==> src/rtl/ext_bus_pkg.sv <==
// Shared EXT-bus definitions: initiator FSM states, byte-enable codes and default address step.
// Types and constants only, so there is no latency and no flow control here.
package ext_bus_pkg;

    typedef enum logic [2:0] {
        IDLE,
        RD,
        WT,
        WR,
        DONE
    } ext_state_t;

    localparam logic [3:0] WEA_NONE      = 4'h0;
    localparam logic [3:0] WEA_FULL      = 4'hF;
    localparam int         ADDR_STEP_DEF = 4;

endpackage

==> src/rtl/ext_dma_initiator.sv <==
// EXT-bus block copier: one word per read/wait/write triple; done pulses 3N+1 cycles after start.
// No backpressure: the outside arbiter must leave the bus granted for the whole transfer.
module ext_dma_initiator
    import ext_bus_pkg::*;
#(
    parameter int AWIDTH    = 16,
    parameter int LEN_WIDTH = 8,
    parameter int ADDR_STEP = ADDR_STEP_DEF
) (
    input  logic                 clk,
    input  logic                 rst,
    input  logic                 start,
    input  logic                 abort,
    input  logic [AWIDTH-1:0]    src_addr,
    input  logic [AWIDTH-1:0]    dst_addr,
    input  logic [LEN_WIDTH-1:0] len,
    output logic                 busy,
    output logic                 done,
    output logic                 aborted,
    output logic                 ext_en,
    output logic [3:0]           ext_wea,
    output logic [AWIDTH-1:0]    ext_addr,
    output logic [31:0]          ext_din,
    input  logic [31:0]          ext_dout
);

    ext_state_t           state, state_nxt;
    logic [AWIDTH-1:0]    src_ptr, dst_ptr, src_nxt, dst_nxt;
    logic [LEN_WIDTH-1:0] cnt, cnt_nxt;
    logic                 abort_hit;
    logic                 busy_nxt, done_nxt, en_nxt;
    logic [3:0]           wea_nxt;
    logic [AWIDTH-1:0]    addr_nxt;
    logic [31:0]          din_nxt;

    always_ff @(posedge clk) begin
        if (rst) begin
            state <= IDLE;
        end else begin
            state <= state_nxt;
        end
    end

    always_comb begin
        state_nxt = state;
        src_nxt   = src_ptr;
        dst_nxt   = dst_ptr;
        cnt_nxt   = cnt;
        abort_hit = 1'b0;

        case (state)
            IDLE: begin
                if (start) begin
                    if (len != '0) begin
                        state_nxt = RD;
                        src_nxt   = src_addr;
                        dst_nxt   = dst_addr;
                        cnt_nxt   = len;
                    end else begin
                        state_nxt = DONE;
                    end
                end
            end
            RD:   state_nxt = WT;
            WT:   state_nxt = WR;
            WR: begin
                src_nxt   = src_ptr + AWIDTH'(ADDR_STEP);
                dst_nxt   = dst_ptr + AWIDTH'(ADDR_STEP);
                cnt_nxt   = cnt - LEN_WIDTH'(1);
                state_nxt = (cnt == LEN_WIDTH'(1)) ? DONE : RD;
            end
            DONE:    state_nxt = IDLE;
            default: state_nxt = IDLE;
        endcase

        // The write already on the bus in WR completes; abort only steers the next state.
        if (abort && (state == RD || state == WT || state == WR)) begin
            state_nxt = DONE;
            abort_hit = 1'b1;
        end

        // Outputs are decoded from the next state so the registers present them in that state.
        busy_nxt = (state_nxt == RD) || (state_nxt == WT) || (state_nxt == WR);
        done_nxt = (state_nxt == DONE);
        en_nxt   = (state_nxt == RD) || (state_nxt == WR);
        wea_nxt  = (state_nxt == WR) ? WEA_FULL : WEA_NONE;

        addr_nxt = ext_addr;
        if (state_nxt == RD || state_nxt == WT) begin
            addr_nxt = src_nxt;
        end else if (state_nxt == WR) begin
            addr_nxt = dst_nxt;
        end

        din_nxt = ext_din;
        if (state == WT) begin
            din_nxt = ext_dout;
        end
    end

    always_ff @(posedge clk) begin
        if (rst) begin
            src_ptr  <= '0;
            dst_ptr  <= '0;
            cnt      <= '0;
            busy     <= 1'b0;
            done     <= 1'b0;
            aborted  <= 1'b0;
            ext_en   <= 1'b0;
            ext_wea  <= WEA_NONE;
            ext_addr <= '0;
            ext_din  <= '0;
        end else begin
            src_ptr  <= src_nxt;
            dst_ptr  <= dst_nxt;
            cnt      <= cnt_nxt;
            busy     <= busy_nxt;
            done     <= done_nxt;
            aborted  <= abort_hit;
            ext_en   <= en_nxt;
            ext_wea  <= wea_nxt;
            ext_addr <= addr_nxt;
            ext_din  <= din_nxt;
        end
    end

endmodule

==> config.mk <==
export PLATFORM = sky130hd
export DESIGN_NAME = ext_dma_initiator
export DESIGN_NICKNAME = d
export VERILOG_FILES = /design/src/rtl/ext_bus_pkg.sv /design/src/rtl/ext_dma_initiator.sv
export SDC_FILE = /design/constraint.sdc
export NUM_CORES = 1
export LEC_CHECK = 0
export BUFFER_PORTS_ARGS = -buffer_cell sky130_fd_sc_hd__buf_4
export CORE_MARGIN = 2
export CORE_UTILIZATION = 56
export CTS_CLUSTER_DIAMETER = 30
export DETAILED_ROUTE_END_ITERATION = 12
export MAX_ROUTING_LAYER = met4
export PLACE_DENSITY = 0.86
export SYNTH_ARGS = -nofsm -noshare
export SYNTH_HDL_FRONTEND = slang
export SYNTH_SLANG_ARGS = --single-unit
==> constraint.sdc <==
create_clock -name clk -period 4 [get_ports clk]
set_input_delay 0.8 -clock clk [delete_from_list [all_inputs] [get_ports clk]]
set_output_delay 0.8 -clock clk [all_outputs]
set_load 0.03 [all_outputs]
==> flow_summary.json, run 1 <==
{
  "hold_viol": 0,
  "vias": 4754,
  "htree_levels": 3,
  "track_usage": 0.3066,
  "async_flop_share": 0,
  "cts_setup_buffers": 0,
  "dp_slack_ns": 0.9476,
  "ir_drop_uv": 299.6,
  "fill_cells": 613,
  "drtAntennaViolNets": 0,
  "synth_warnings": 0,
  "cp.required_ns": 4.29,
  "crit_path_end_kind": "flip-flop",
  "drc": 0,
  "clk_latency_ns": 0.36,
  "crit_fanout": 19,
  "antenna_found_initial": 0,
  "final_max_slew_viol_count": 0,
  "fin_area_mm2": 0.005725,
  "power_density_mw_per_mm2": 384.1,
  "synth_enable_flop_cells": 0,
  "cp.arrival_ns": 2.98,
  "synth_ff_type": "dfxtp_1",
  "cts_buffers": 9,
  "setup-violations-final": 0,
  "place_area_mm2": 0.005532,
  "rsz0062_at_grt": "false",
  "drt_iter0_markers": 451,
  "grt.met1_usage": 0.4056,
  "layout_worst_path_cycle_share": 0.6726,
  "hpwl_um": 9432,
  "finalCriticalPeriod_ns": 2.690,
  "fin_tns_setup_ns": 0,
  "wl_per_cell_um": 16.79,
  "die_w_um": 94.25,
  "core_mm2": 0.007807,
  "drv_cap": 0,
  "die_h_um": 94.25,
  "dieArea_mm2": 0.008882,
  "holdBufCountCts": 0,
  "grt_pass1_wl_um": 20980,
  "synth_area_mm2": 0.004561,
  "start_kind": "primary input",
  "worstHoldPathCells": 2,
  "layout_setup_ws_ns": 1.310,
  "cts_tree": "built",
  "fin_util": 0.7333,
  "timing.fmax_mhz": 371.7,
  "dp.cells": 769,
  "p_total_mw": 2.199,
  "viasPerCell": 6.056,
  "ff2ff_path_depth": 6,
  "cts.sinks": 96,
  "start_util": 0.5841,
  "tightest_slew_ns": 1.235,
  "cts_buffer_depth": 2,
  "drive_gt1_frac": 0.2592,
  "seq_area_frac_synth": 0.4214,
  "crit_type": "in -> reg",
  "power.leakage_nw": 2.303,
  "io_pins": 132,
  "gp_congestion": 0.9798,
  "clk_pin_slew_worst_paths_ns": 0.09,
  "hold-worst-slack_ns": 0.4599,
  "ys_types": 65,
  "grt_pass1_vias": 4326,
  "grt_most_used_layer": "met2",
  "io_buffers": 131,
  "fin_skew_ns": 0.01125,
  "num_antenna_cells": 0,
  "cts.repair.resized": 0,
  "root_buffer": "clkbuf_8",
  "grt.overflow.total": 0,
  "outcome": "finished, final reports clean",
  "rows": 32,
  "min_path_type": "reg -> reg",
  "wl_um": 13180,
  "ys_seq_elements": 96,
  "dr.pass1.iters": 5,
  "area_delta_synth_final_pct": 25.54,
  "nNetsFinal": 758,
  "synthCells": 569,
  "synth_nets": 649,
  "grt_util_met2": 0.4762,
  "finalNonFillerCells": 785,
  "maxSlewHeadroom": 0.1759,
  "grt_max_degree": 49,
  "use_met3": 0.04575,
  "syn_avg_cell_area_um2": 8.015
}
==> worst max-delay path: stages <==
cell and delay, ns:
buf_4 0.12, nor4_2 0.63, a21o_1 0.59, buf_4 0.34, a2bb2oi_1 0.17, o221ai_1 0.14, a21oi_1 0.17
==> area by class of cell <==
| type | count | area (µm²) | share of cell area |
|---|---|---|---|
| timing repair buffer | 138 | 1036 | 0.1809 |
| inverter | 17 | 63.81 | 0.01115 |
| clock inverter | 6 | 66.31 | 0.01158 |
| multi-input combinational | 416 | 2382 | 0.4161 |
| sequential | 96 | 1922 | 0.3357 |
| clock buffer | 10 | 127.6 | 0.02229 |
| tap | 102 | 127.6 | 0.02229 |
==> flip-flops by register name, indices dropped and copies added (netlist names), 3 cells and up <==
name / cells
dst_ptr: 16
state: 3
ext_addr: 16
cnt: 8
src_ptr: 16
ext_din: 32
==> cells by family (layout without fill, tap and decap cells) <==
logic type / count (synthesis) / in the layout / share of synthesized area
xor+xnor: 1 / 1 / 0.001921
buf+inv: 57 / 171 / 0.05789
simple gates: 238 / 238 / 0.2464
mux: 7 / 7 / 0.01591
fa+ha+maj: 4 / 4 / 0.01097
compound gates: 166 / 166 / 0.2455
flops: 96 / 96 / 0.4214
==> cells in the final DEF, fill, tap and decap left out, drive strengths merged, types with 3 or more instances in the layout <==
cell type,count
nand2,101
o221ai,8
and4,3
inv,19
mux2i,5
a221o,3
buf,138
nor4,12
nand4,7
nor3,13
and3,5
a21oi,71
a221oi,7
or2,5
clkinv,3
a31oi,4
nand3,18
dfxtp,96
and2,3
o32ai,3
a211oi,10
a2bb2oi,5
o31ai,5
nor2,51
or3,4
nand2b,5
ha,4
a22oi,3
clkbuf,10
o21ai,23
==> final timing paths <==
check              start           to  slack (ns)
max               len[0]  ext_addr[3]        1.31
min          ext_din[27]  ext_din[27]        0.46
max reg2reg     state[0]  ext_addr[6]        1.39
min reg2reg  ext_din[27]  ext_din[27]        0.46
==> Yosys cell counts (7+ instances only) <==
master	number	area, µm²
nand4_1	7	43.79
buf_2	7	35.03
nor4_1	9	56.30
dfxtp_1	96	1922
clkbuf_1	21	78.83
nand3_1	18	90.09
o21ai_0	20	100.1
inv_1	17	63.81
a211oi_1	9	67.56
nor3_1	13	65.06
nor2_1	51	191.4
o221ai_1	8	70.07
a21oi_1	70	350.3
nand2_1	101	379.1
buf_4	7	52.55
==> where the power goes <==
group          internal, mW  switching [mW]
logic                 0.193           0.277
clock network         0.293           0.345
registers              1.02          0.0668
total                  1.51           0.689
==> per-layer routing <==
| layer | vias to the layer above | share of wire |
|---|---|---|
| li1 | 2266 | - |
| met5 | - | 0 |
| met1 | 2197 | 0.42 |
| met4 | 0 | 0.028 |
| met2 | 256 | 0.46 |
| met3 | 35 | 0.085 |
(Power assumes the default switching activity.)
==> run 2: changes to the inputs <==
--- a/config.mk
+++ b/config.mk
@@ -5,13 +5,14 @@
 export SDC_FILE = /design/constraint.sdc
 export NUM_CORES = 1
 export LEC_CHECK = 0
+export ABC_AREA = 1
 export BUFFER_PORTS_ARGS = -buffer_cell sky130_fd_sc_hd__buf_4
 export CORE_MARGIN = 2
-export CORE_UTILIZATION = 56
+export CORE_UTILIZATION = 48
 export CTS_CLUSTER_DIAMETER = 30
 export DETAILED_ROUTE_END_ITERATION = 12
 export MAX_ROUTING_LAYER = met4
-export PLACE_DENSITY = 0.86
+export PLACE_DENSITY = 0.78
 export SYNTH_ARGS = -nofsm -noshare
 export SYNTH_HDL_FRONTEND = slang
 export SYNTH_SLANG_ARGS = --single-unit
==> constraint.sdc (replaced) <==
create_clock -name clk -period 2.3 [get_ports clk]
set_input_delay 0.46 -clock clk [delete_from_list [all_inputs] [get_ports clk]]
set_output_delay 0.46 -clock clk [all_outputs]
set_load 0.03 [all_outputs]
==> run 2 against run 1 <==
- clock skew rose by 0.00061 ns
- final area grew 6.7%
- hold slack lost 0.11 ns
- sequential share of layout area shrank 2.1 points
- count of clock-buffer cells in the layout unchanged
- flip-flop and latch count stayed put
- critical endpoint unchanged
- largest power group unchanged
==> flow_summary.json, run 2 <==
{
  "synth_area_mm2": 0.004876,
  "start_util": 0.4966,
  "dp.cells": 954,
  "timing.fmax_mhz": 490.1,
  "cts_setup_buffers": 0,
  "die_h_um": 104.8,
  "hold-worst-slack_ns": 0.3543,
  "dieArea_mm2": 0.01098,
  "holdBufCountCts": 0,
  "ir_drop_uv": 407.6,
  "largest_register_ffs": 32,
  "worstPathCellList": "nor2_4, nand2_4, inv_4, nand3_4, inv_2, nand2_1, nand2_1, nor2_1, nand2_1, nand3_1, nor2_1",
  "fin_skew_ns": 0.01186,
  "cts_buffer_depth": 2,
  "power_density_mw_per_mm2": 811.8,
  "cts_tree": "built",
  "grt_pass1_wl_um": 21900,
  "finalCriticalPeriod_ns": 2.040,
  "final_common_cell": "nand2_1",
  "track_usage": 0.2506,
  "hold_viol": 0,
  "crit_type": "reg -> reg",
  "drtAntennaViolNets": 0,
  "io_buffers": 131,
  "cts.sinks": 96,
  "synth_commonest_cells": "nand2_1 (176), nand3_1 (117), dfxtp_1 (96)",
  "drt_iter0_markers": 442,
  "root_buffer": "clkbuf_8",
  "hpwl_um": 9867,
  "synth_warnings": 0,
  "wl_um": 13510,
  "viasPerCell": 5.286,
  "cts.repair.resized": 0,
  "min_path_type": "in -> reg",
  "gp_congestion": 0.9207,
  "crit_fanout": 30,
  "cpPeakStageDelay_ns": 0.49,
  "antenna_found_initial": 0,
  "finalNonFillerCells": 970,
  "clk_pin_slew_worst_paths_ns": 0.10,
  "rows": 36,
  "path_common_cell": "nand2_1",
  "grt_max_degree": 55,
  "ys_types": 44,
  "maxSlewHeadroom": 0.6115,
  "syn_avg_cell_area_um2": 6.829,
  "io_pins": 132,
  "async_flop_share": 0,
  "outcome": "finished, final reports clean",
  "yosysTopAreaCellShare": 0.3941,
  "tightest_slew_ns": 0.5821,
  "synth_enable_flop_cells": 0,
  "cp.arrival_ns": 2.35,
  "crit_path_end_kind": "flip-flop",
  "setup-violations-final": 0,
  "power.leakage_nw": 2.858,
  "path_buf_inv": 2,
  "crit_family": "simple AND/OR/NAND/NOR gates",
  "fin_tns_setup_ns": 0,
  "critPathSlowestCell": "inv_2",
  "cp.required_ns": 2.61,
  "seq_area_frac_synth": 0.3941,
  "synth_ff_type": "dfxtp_1",
  "ys_seq_elements": 96,
  "synth_most_common_cell": "nand2_1",
  "clk_latency_ns": 0.37,
  "synth_area_leaders": "dfxtp_1 (39%), nand2_1 (14%), nand3_1 (12%)",
  "fill_cells": 905,
  "yosysTopAreaCell": "dfxtp_1",
  "final_max_slew_viol_count": 0,
  "drv_cap": 0,
  "nNetsFinal": 912,
  "wl_per_cell_um": 13.93,
  "grt_pass1_vias": 4651,
  "grt.overflow.total": 0,
  "dr.pass1.iters": 5,
  "area_delta_synth_final_pct": 25.30,
  "synth_nets": 794,
  "rsz0062_at_grt": "false",
  "drive_gt1_frac": 0.2210,
  "cts_buffers": 9,
  "final_cell_mix": "nand2_1 (176), buf_4 (142), nand3_1 (117), dfxtp_1 (96), inv_1 (74)",
  "synthCells": 714,
  "top_register": "ext_din",
  "start_kind": "flip-flop",
  "layout_worst_path_cycle_share": 0.8871,
  "core_mm2": 0.009819,
  "drc": 0,
  "num_antenna_cells": 0,
  "die_w_um": 104.8,
  "vias": 5127,
  "htree_levels": 3
}
==> run 2: cell types whose count changed after synthesis, moves of 8 or more <==
| cell | previous run | this run |
|---|---|---|
| inv_1 | 17 | 74 |
| nor2_1 | 51 | 67 |
| a21oi_1 | 70 | 48 |
| clkbuf_1 | 21 | 13 |
| nor3_1 | 13 | 3 |
| inv_2 | 0 | 8 |
| nor4_1 | 9 | 0 |
| nand3_1 | 18 | 117 |
| nand2_1 | 101 | 176 |
| a211oi_1 | 9 | 0 |
==> run 2: area by class of cell <==
type | instances | area, µm² | area share
Clock buffer | 10 | 127.6 | 0.02089
Clock inverter | 6 | 67.56 | 0.01106
Inverter | 83 | 314.1 | 0.05140
Multi-Input combinational cell | 499 | 2426 | 0.3971
Sequential cell | 96 | 1922 | 0.3146
Tap cell | 133 | 166.4 | 0.02724
Timing Repair Buffer | 143 | 1086 | 0.1778
==> run 2: logic make-up (layout without fill, tap and decap cells) <==
group / count (synthesis) / after routing / share of synthesized area
AND/OR/NAND/NOR: 401 / 401 / 0.3767
buffers and inverters: 119 / 242 / 0.1083
flip-flops: 96 / 96 / 0.3941
AO/OA/AOI/OAI: 90 / 90 / 0.1029
adder cells (fa/ha/maj): 4 / 4 / 0.01026
XOR/XNOR: 2 / 2 / 0.003593
multiplexers: 2 / 2 / 0.004106
==> run 2: per-layer routing <==
metal,wire [µm],global-route usage,vias up,share of wire
met5,0,-,-,0
met4,236,0.09810,0,0.017
met3,904,0.04616,22,0.067
met2,6644,0.3980,204,0.49
met1,5726,0.3166,2348,0.42
li1,-,-,2553,-
==> run 2: worst min-delay path, cell delays in order <==
cell and delay (ns):
buf_4 0.08, mux2i_1 0.08, nor2_1 0.08
==> run 2: worst paths after layout <==
| path | from | cells past startpoint | end | slack, ns |
|---|---|---|---|---|
| setup / recovery | state[0] | 11 | ext_addr[3] | 0.26 |
| hold / removal | src_addr[1] | 3 | src_ptr[1] | 0.35 |
| setup reg to reg | state[0] | 11 | ext_addr[3] | 0.26 |
| hold reg to reg | ext_din[2] | 2 | ext_din[2] | 0.47 |
==> run 2: report_power, final <==
group | total [mW] | internal [mW] | switching (mW)
logic | 1.77 | 0.626 | 1.15
clock network | 1.12 | 0.507 | 0.616
registers | 2.07 | 1.89 | 0.172
==> run 2: through the flow <==
step	worst slack, ns	cell area [µm²]	util	power, mW
floorplan	0.6741	4876	-	3.284
global placement	0.09580	5914	0.6023	3.816
detailed placement	0.02961	5914	0.6023	3.861
CTS	0.2677	6110	0.6222	4.968
global route	0.07295	6110	0.6222	5.242
finish	0.2596	6110	0.6222	4.960
==> run 3: changes to the inputs <==
--- a/config.mk
+++ b/config.mk
@@ -13,6 +13,7 @@
 export DETAILED_ROUTE_END_ITERATION = 12
 export MAX_ROUTING_LAYER = met4
 export PLACE_DENSITY = 0.78
+export REMOVE_ABC_BUFFERS = 1
 export SYNTH_ARGS = -nofsm -noshare
 export SYNTH_HDL_FRONTEND = slang
 export SYNTH_SLANG_ARGS = --single-unit
==> run 3 against run 2 <==
- sequential power is essentially flat
- total power up 2.0%
- fmax up 1.4%
- highest routed layer unchanged
- critical endpoint unchanged
- utilization grew 0.19 points
- count of clock-buffer cells in the layout down 1
- clock power rose by 12%
- die area unchanged
- final area is 0.31% higher
- largest cell class unchanged
- combinational power hardly changed
- critical path depth unchanged
- sequential share of layout area shrank 0.096 points
- critical path type unchanged
==> flow_summary.json, run 3 (synthesis results as in run 2) <==
{
  "drc": 0,
  "die_h_um": 104.8,
  "drtAntennaViolNets": 0,
  "vias": 5047,
  "layout_setup_ws_ns": 0.2883,
  "io_buffers": 131,
  "finalNonFillerCells": 968,
  "gp_congestion": 0.8946,
  "setup-violations-final": 0,
  "maxSlewHeadroom": 0.5951,
  "hold_viol": 0,
  "clk_pin_slew_worst_paths_ns": 0.09,
  "antenna_found_initial": 0,
  "clk_latency_ns": 0.37,
  "start_kind": "flip-flop",
  "drive_gt1_frac": 0.2204,
  "final_common_cell": "nand2_1",
  "drv_cap": 0,
  "drt_iter0_markers": 291,
  "grt_pass1_wl_um": 21670,
  "hpwl_um": 9517,
  "fin_skew_ns": 0.01205,
  "timing.fmax_mhz": 497.1,
  "final_max_slew_viol_count": 0,
  "cts_buffer_depth": 2,
  "wl_um": 13350,
  "layout_worst_path_cycle_share": 0.8746,
  "start_util": 0.4966,
  "grt.overflow.total": 0,
  "core_mm2": 0.009819,
  "dp.cells": 952,
  "fin_area_mm2": 0.006128,
  "holdBufCountCts": 0,
  "cts_buffers": 9,
  "power_density_mw_per_mm2": 825.3,
  "htree_levels": 3,
  "num_antenna_cells": 0,
  "track_usage": 0.2494,
  "place_area_mm2": 0.005899,
  "io_pins": 132,
  "largest_register_ffs": 32,
  "crit_path_end_kind": "flip-flop",
  "wl_per_cell_um": 13.79,
  "tightest_slew_ns": 0.6074,
  "area_delta_synth_final_pct": 25.69,
  "viasPerCell": 5.214,
  "nNetsFinal": 910,
  "min_path_type": "in -> reg",
  "root_buffer": "clkbuf_8",
  "finalCriticalPeriod_ns": 2.012,
  "top_register": "ext_din",
  "cp.required_ns": 2.57,
  "power.leakage_nw": 2.869,
  "grt_max_degree": 55,
  "fin_tns_setup_ns": 0,
  "crit_fanout": 15,
  "cts_setup_buffers": 0,
  "outcome": "finished, final reports clean",
  "cts_tree": "built",
  "fill_cells": 912,
  "cp.arrival_ns": 2.28,
  "grt_pass1_vias": 4685,
  "ir_drop_uv": 372.9,
  "die_w_um": 104.8,
  "rows": 36,
  "cts.sinks": 96,
  "dr.pass1.iters": 5,
  "crit_type": "reg -> reg",
  "rsz0062_at_grt": "false",
  "final_cell_mix": "nand2_1 (176), buf_4 (140), nand3_1 (117), dfxtp_1 (96), inv_1 (74)",
  "dieArea_mm2": 0.01098,
  "p_total_mw": 5.058,
  "dp_slack_ns": 0.1040
}
run 3: through the flow:
stage	hold WS [ns]	utilization
6_report	0.3463	0.6241
4_1_cts	0.3379	0.6239
3_3_place_gp	0.4487	0.6008
3_5_place_dp	0.4531	0.6008
2_1_floorplan	0.4599	-
5_1_grt	0.3383	0.6241
run 3: layout make-up:
cell class	count	area [µm²]	share of cell area
sequential	96	1922	0.3136
inverter	83	316.6	0.05165
clock buffer	9	123.9	0.02021
timing repair buffer	141	1071	0.1748
multi-input combinational	499	2426	0.3959
tap	133	166.4	0.02715
clock inverter	7	102.6	0.01674
run 3: final timing paths:
| kind | start | end | slack [ns] | cells past startpoint |
|---|---|---|---|---|
| max | state[2] | ext_addr[3] | 0.29 | 11 |
| min | src_addr[1] | src_ptr[1] | 0.35 | 3 |
| max reg2reg | state[2] | ext_addr[3] | 0.29 | 11 |
| min reg2reg | ext_din[19] | ext_din[19] | 0.47 | 2 |
run 3: power by group:
part	total (mW)	internal [mW]	switching (mW)
clock	1.25	0.624	0.629
combinational	1.75	0.617	1.13
sequential	2.06	1.89	0.163
total	5.06	3.13	1.92
run 3: what timing repair did:
item / 4_1_cts / 5_1_grt
endpoints found under the hold margin: 0 / 0
gates resized for setup: 0 / 2
setup endpoints to repair: 0 / 1
run 3: routing by layer:
layer | track usage | routed length [µm] | share of wire | vias up
met5 | - | 0 | 0 | -
met4 | 0.1086 | 320 | 0.024 | 0
met3 | 0.04616 | 869 | 0.065 | 29
met2 | 0.4128 | 6349 | 0.48 | 188
met1 | 0.2965 | 5806 | 0.44 | 2288
li1 | - | - | - | 2542
run 3: worst max-delay path: stages, from the launching register on:
cell     delay, ns
dfxtp_1       0.39
inv_2         0.26
nand2_4       0.10
inv_4         0.09
nand3_4       0.20
nand2_2       0.29
buf_4         0.17
nor2_1        0.04
nor2_1        0.14
nand2_1       0.10
nand3_1       0.08
nor2_1        0.04
